[src/rtl/score_converter_pkg.sv]
// score_converter_pkg: segment patterns, FSM states and BCD sizing shared by the score display path.
package score_converter_pkg;
   localparam int BCD_DIGITS = 10;
   localparam logic [6:0] SEG_0   = 7'b1000000;
   localparam logic [6:0] SEG_1   = 7'b1111001;
   localparam logic [6:0] SEG_2   = 7'b0100100;
   localparam logic [6:0] SEG_3   = 7'b0110000;
   localparam logic [6:0] SEG_4   = 7'b0011001;
   localparam logic [6:0] SEG_5   = 7'b0010010;
   localparam logic [6:0] SEG_6   = 7'b0000010;
   localparam logic [6:0] SEG_7   = 7'b1111000;
   localparam logic [6:0] SEG_8   = 7'b0000000;
   localparam logic [6:0] SEG_9   = 7'b0010000;
   localparam logic [6:0] SEG_OFF = 7'b1111111;
   typedef enum logic [1:0] {IDLE, SHIFT, LOAD} state_e;
endpackage

[src/rtl/score_converter_seg7_decoder.sv]
// seg7_decoder: one BCD nibble to active-low segments (bit0=a .. bit6=g); non-decimal codes blank.
module seg7_decoder
   import score_converter_pkg::*;
(
   input  logic [3:0] bcd,
   output logic [6:0] seg
);
   assign seg = bcd == 4'd0 ? SEG_0 :
                bcd == 4'd1 ? SEG_1 :
                bcd == 4'd2 ? SEG_2 :
                bcd == 4'd3 ? SEG_3 :
                bcd == 4'd4 ? SEG_4 :
                bcd == 4'd5 ? SEG_5 :
                bcd == 4'd6 ? SEG_6 :
                bcd == 4'd7 ? SEG_7 :
                bcd == 4'd8 ? SEG_8 :
                bcd == 4'd9 ? SEG_9 : SEG_OFF;
endmodule

[src/rtl/score_converter.sv]
// score_converter: sequential double-dabble of the binary score, showing the low four decimal
// digits on registered active-low 7-segment outputs that only update with complete results.
module score_converter
   import score_converter_pkg::*;
#(
   parameter int SCORE_W = 32
) (
   input  logic               clock,
   input  logic               reset,
   input  logic [SCORE_W-1:0] score,
   output logic [6:0]         score_digit_a,
   output logic [6:0]         score_digit_b,
   output logic [6:0]         score_digit_c,
   output logic [6:0]         score_digit_d
);
   localparam int CNT_W = $clog2(SCORE_W);
   localparam int BCD_W = 4 * BCD_DIGITS;
   state_e             state_q, state_d;
   logic [CNT_W-1:0]   cnt_q, cnt_d;
   logic [SCORE_W-1:0] shift_q, shift_d, last_q, last_d;
   logic [BCD_W-1:0]   bcd_q, bcd_d, adj;
   logic [27:0]        seg_q, seg_d;
   logic [6:0]         dec_a, dec_b, dec_c, dec_d;

   seg7_decoder u_dec_a (.bcd(bcd_q[15:12]), .seg(dec_a));
   seg7_decoder u_dec_b (.bcd(bcd_q[11:8]),  .seg(dec_b));
   seg7_decoder u_dec_c (.bcd(bcd_q[7:4]),   .seg(dec_c));
   seg7_decoder u_dec_d (.bcd(bcd_q[3:0]),   .seg(dec_d));

   always_comb begin
      adj = bcd_q;
      for (int i = 0; i < BCD_DIGITS; i++)
         if (bcd_q[4*i +: 4] >= 4'd5) adj[4*i +: 4] = bcd_q[4*i +: 4] + 4'd3;
      state_d = state_q;
      cnt_d   = cnt_q;
      shift_d = shift_q;
      last_d  = last_q;
      bcd_d   = bcd_q;
      seg_d   = seg_q;
      case (state_q)
         IDLE: if (score != last_q) begin
            shift_d = score;
            last_d  = score;
            bcd_d   = '0;
            cnt_d   = '0;
            state_d = SHIFT;
         end
         SHIFT: begin
            {bcd_d, shift_d} = {adj, shift_q} << 1;
            cnt_d = cnt_q + 1'b1;
            if (cnt_q == CNT_W'(SCORE_W - 1)) state_d = LOAD;
         end
         LOAD: begin
            seg_d   = {dec_a, dec_b, dec_c, dec_d};
            state_d = IDLE;
         end
         default: state_d = IDLE;
      endcase
   end

   always_ff @(posedge clock or negedge reset)
      if (!reset) begin
         state_q <= IDLE;
         cnt_q   <= '0;
         shift_q <= '0;
         last_q  <= '0;
         bcd_q   <= '0;
         seg_q   <= {4{SEG_0}};
      end else begin
         state_q <= state_d;
         cnt_q   <= cnt_d;
         shift_q <= shift_d;
         last_q  <= last_d;
         bcd_q   <= bcd_d;
         seg_q   <= seg_d;
      end

   assign {score_digit_a, score_digit_b, score_digit_c, score_digit_d} = seg_q;
endmodule

[config.mk]
export PLATFORM = sky130hd
export DESIGN_NAME = score_converter
export DESIGN_NICKNAME = d
export VERILOG_FILES = /design/src/rtl/score_converter_pkg.sv /design/src/rtl/score_converter_seg7_decoder.sv /design/src/rtl/score_converter.sv
export SDC_FILE = /design/constraint.sdc
export NUM_CORES = 1
export LEC_CHECK = 0
export ABC_AREA = 1
export BUFFER_PORTS_ARGS = -buffer_cell sky130_fd_sc_hd__buf_2
export CAP_MARGIN = 20
export CORE_MARGIN = 3
export CORE_UTILIZATION = 45
export CTS_CLUSTER_DIAMETER = 60
export DETAILED_ROUTE_END_ITERATION = 8
export MAX_ROUTING_LAYER = met4
export PLACE_DENSITY = 0.66
export SYNTH_ARGS = -nofsm -noshare
export SYNTH_HDL_FRONTEND = slang
export SYNTH_SLANG_ARGS = --single-unit
[constraint.sdc]
create_clock -name clock -period 1.6 [get_ports clock]
set_clock_uncertainty 0.05 [all_clocks]
set_input_delay 0.08 -clock clock [delete_from_list [all_inputs] [get_ports clock]]
set_output_delay 0.08 -clock clock [all_outputs]
set_load 0.02 [all_outputs]
==> impl_metrics.tcl <==
set metrics [dict create \
    status "complete, but fails checks" \
    violations "setup timing" \
    antenna_cells 0 \
    ctsLongestPathBuffers 2 \
    r2r_setup_slack_ns -0.26 \
    post-synth-top-count-cell "nand2_1" \
    cts_buffers 17 \
    areaGrowthSynthToFinish_pct 41.0 \
    ys_ff_latch 115 \
    period_needed_ns 1.86 \
    clock_sinks 115 \
    seq_area_um2 2890 \
    gp_congestion 0.865 \
    syn-num-nets 879 \
    required_ns 1.86 \
    grt_use_met2 0.337 \
    antenna_left 0 \
    synthTopCellsByArea "dfrtp_1, nand2_1, o21ai_0, nand3_1, inv_1" \
    netlist.area_leader.share 0.443 \
    initial_core_util 0.466 \
    multi_input_area_um2 3300 \
    crit_fanout 6 \
    syn_area_um2 6270 \
    drt-vias-per-instance 5.05 \
    clock_latency_ns 0.42 \
    fmax_mhz 537 \
    synth_enable_flop_cells 0 \
    grt_start_max_net_pins 63 \
    whs_endpoint "shift_q[27]" \
    synthArstFlopShare 1.00 \
    path_class "register to register" \
    hpwlAfterDp_um 9010 \
    rsz0062_at_grt "yes" \
    wirelength_um 15800 \
    drcViolationCount 0 \
    finalNonFillerCells 1161 \
    ys_types 28 \
    rows 42 \
    layout-drive-gt1-share 0.261 \
    grtUsageMet1 0.274 \
    syn_area_per_cell_um2 7.62 \
    relSlewSlack 0.714 \
    layout_setup_ws_ns -0.262 \
    post-synth-top-area-cell "dfrtp_1" \
    coreArea_um2 13500 \
    setup_viol 86 \
    finalMaxSlewViolations 0 \
    die_y_um 124 \
    hold_path_class "input pin to register" \
    startpoint "last_q[16]" \
    wl_per_cell_um 13.6 \
    worstHoldStart "score[27]" \
    cts_tree "built" \
    grtUsageTotal 0.213 \
    yosysSeqAreaShare 0.459 \
    start_kind "register" \
    overflow 0 \
    reg2reg_to "shift_q[25]" \
    irDropWorstVdd_v 0.000873 \
    busiest_layer "met2" \
    pre_cts_ws_ns -0.169 \
    yosysWarnings 0 \
    dp_cells 1074 \
    fin_tns_setup_ns -18.86 \
    p_per_area_nw_per_um2 1540 \
    nets 1028 \
    die_w_um 124 \
    fin_area_um2 8850 \
    cts-root-buf "clkbuf_16" \
    htree_levels 4 \
    whs_ns 0.0172 \
    r2r_cells 12 \
    antenna_found_initial 0 \
    p_leak_nw 4.45 \
    r2r-start "last_q[16]" \
    cp-end-kind "register" \
    dieArea_um2 15400 \
    path_clk_slew_ns 0.05 \
    synth-main-ff-cell "dfrtp_1" \
    cp.arrival_ns 2.12 \
    grt_pass1_wl_um 25300 \
    grtUsageMet3 0.0486 \
    worst_pin_slew_ns 0.428 \
    timing.final.crit_share 1.16 \
    cap_violations 0 \
    ys_top_cells_by_count "nand2_1, dfrtp_1, o21ai_0" \
    first_iter_violations 437 \
    whs_path_depth 5 \
    port_buffers 61 \
    vias 5860 \
    grt_pass1_vias 5433 \
    finalHoldViolCount 0 \
    fill_cells 1128 \
    place_area_um2 7080 \
    syn-instance-count 823 \
    ioPinCount 62 \
    dr.pass1.iters 5 \
]
==> layer usage <==
metal  up-vias  wire length, um  part of all wire
li1       2944                -                 -
met1      2755             7180              0.45
met2       139             7710              0.49
met3        22              718             0.045
met4         0              239             0.015
met5         -                0                 0
==> power by group <==
part | switching (W) | leakage, nW | total, W | internal, W
logic | 0.00286 | 2.77 | 0.00501 | 0.00215
clock network | 0.00132 | 0.323 | 0.00429 | 0.00297
registers | 0.000569 | 1.35 | 0.00434 | 0.00377
==> worst max-delay path by stage <==
stage                        to  cells after the start
floorplan              seg_q[6]                      7
global placement    shift_q[28]                     11
detailed placement  shift_q[26]                     11
CTS                  last_q[11]                     12
global route        shift_q[25]                     12
finish              shift_q[25]                     12
==> cells in the final DEF (no fill, tap or decap), types with 6 or more instances in the layout <==
cell type / n
nand2_1: 235
dfrtp_1: 109
o21ai_0: 71
inv_1: 71
buf_2: 60
nand3_1: 55
buf_4: 47
nor2_1: 36
dlygate4sd3_1: 34
a21oi_1: 30
o21ai_1: 28
xnor2_1: 26
nand2_2: 23
clkbuf_16: 22
nand3_2: 13
ha_1: 13
nand2_4: 10
a22o_1: 9
inv_2: 9
buf_12: 9
nor2_2: 8
a21oi_2: 6
ha_2: 6
==> through the flow <==
step / power [W] / util
after global routing: 0.0146 / 0.658
after floorplan: 0.00727 / -
after global placement: 0.00868 / 0.526
final: 0.0136 / 0.658
after detailed placement: 0.00875 / 0.526
after CTS: 0.0132 / 0.619
==> area by class of cell <==
| cell class | instances | area share |
|---|---|---|
| inverter | 80 | 0.0339 |
| clock inverter | 8 | 0.0192 |
| tap | 176 | 0.0249 |
| timing repair buffer | 162 | 0.166 |
| clock buffer | 24 | 0.0567 |
| multi-input combinational | 596 | 0.373 |
| sequential | 115 | 0.326 |
==> timing repair <==
item | 4_1_cts | 5_1_grt
endpoints found under the setup margin | 99 | 111
hold buffers | 33 | 1
hold endpoints to repair | 152 | 1
resized for setup | 24 | 123
buffers inserted | 7 | 7
pin swaps | 15 | 18
gates cloned | 5 | 5
==> cell families after synthesis <==
kind of cell | after synthesis | share of synthesized area
AO/OA/AOI/OAI | 154 | 0.131
XOR/XNOR | 30 | 0.0419
adder cells (fa/ha/maj) | 22 | 0.0439
buffers and inverters | 112 | 0.0738
flip-flops | 115 | 0.459
AND/OR/NAND/NOR | 390 | 0.250
==> state kept, by name, indices dropped and copies added (netlist names) <==
signal   cells
last_q      32
seg_q       28
state_q      2
bcd_q       16
cnt_q        5
shift_q     32
==> critical path, cell delays in order, from the launching register on <==
cell,delay [ns]
dfrtp_1,0.41
xnor2_2,0.15
nand2_1,0.09
nor2_2,0.10
nand2_1,0.09
nor2_1,0.13
nand2_1,0.12
nand2_4,0.09
buf_12,0.13
nand2_8,0.08
clkbuf_16,0.20
nand2_4,0.06
nand2_2,0.05
Note: power is estimated with default switching activity, not from simulation.
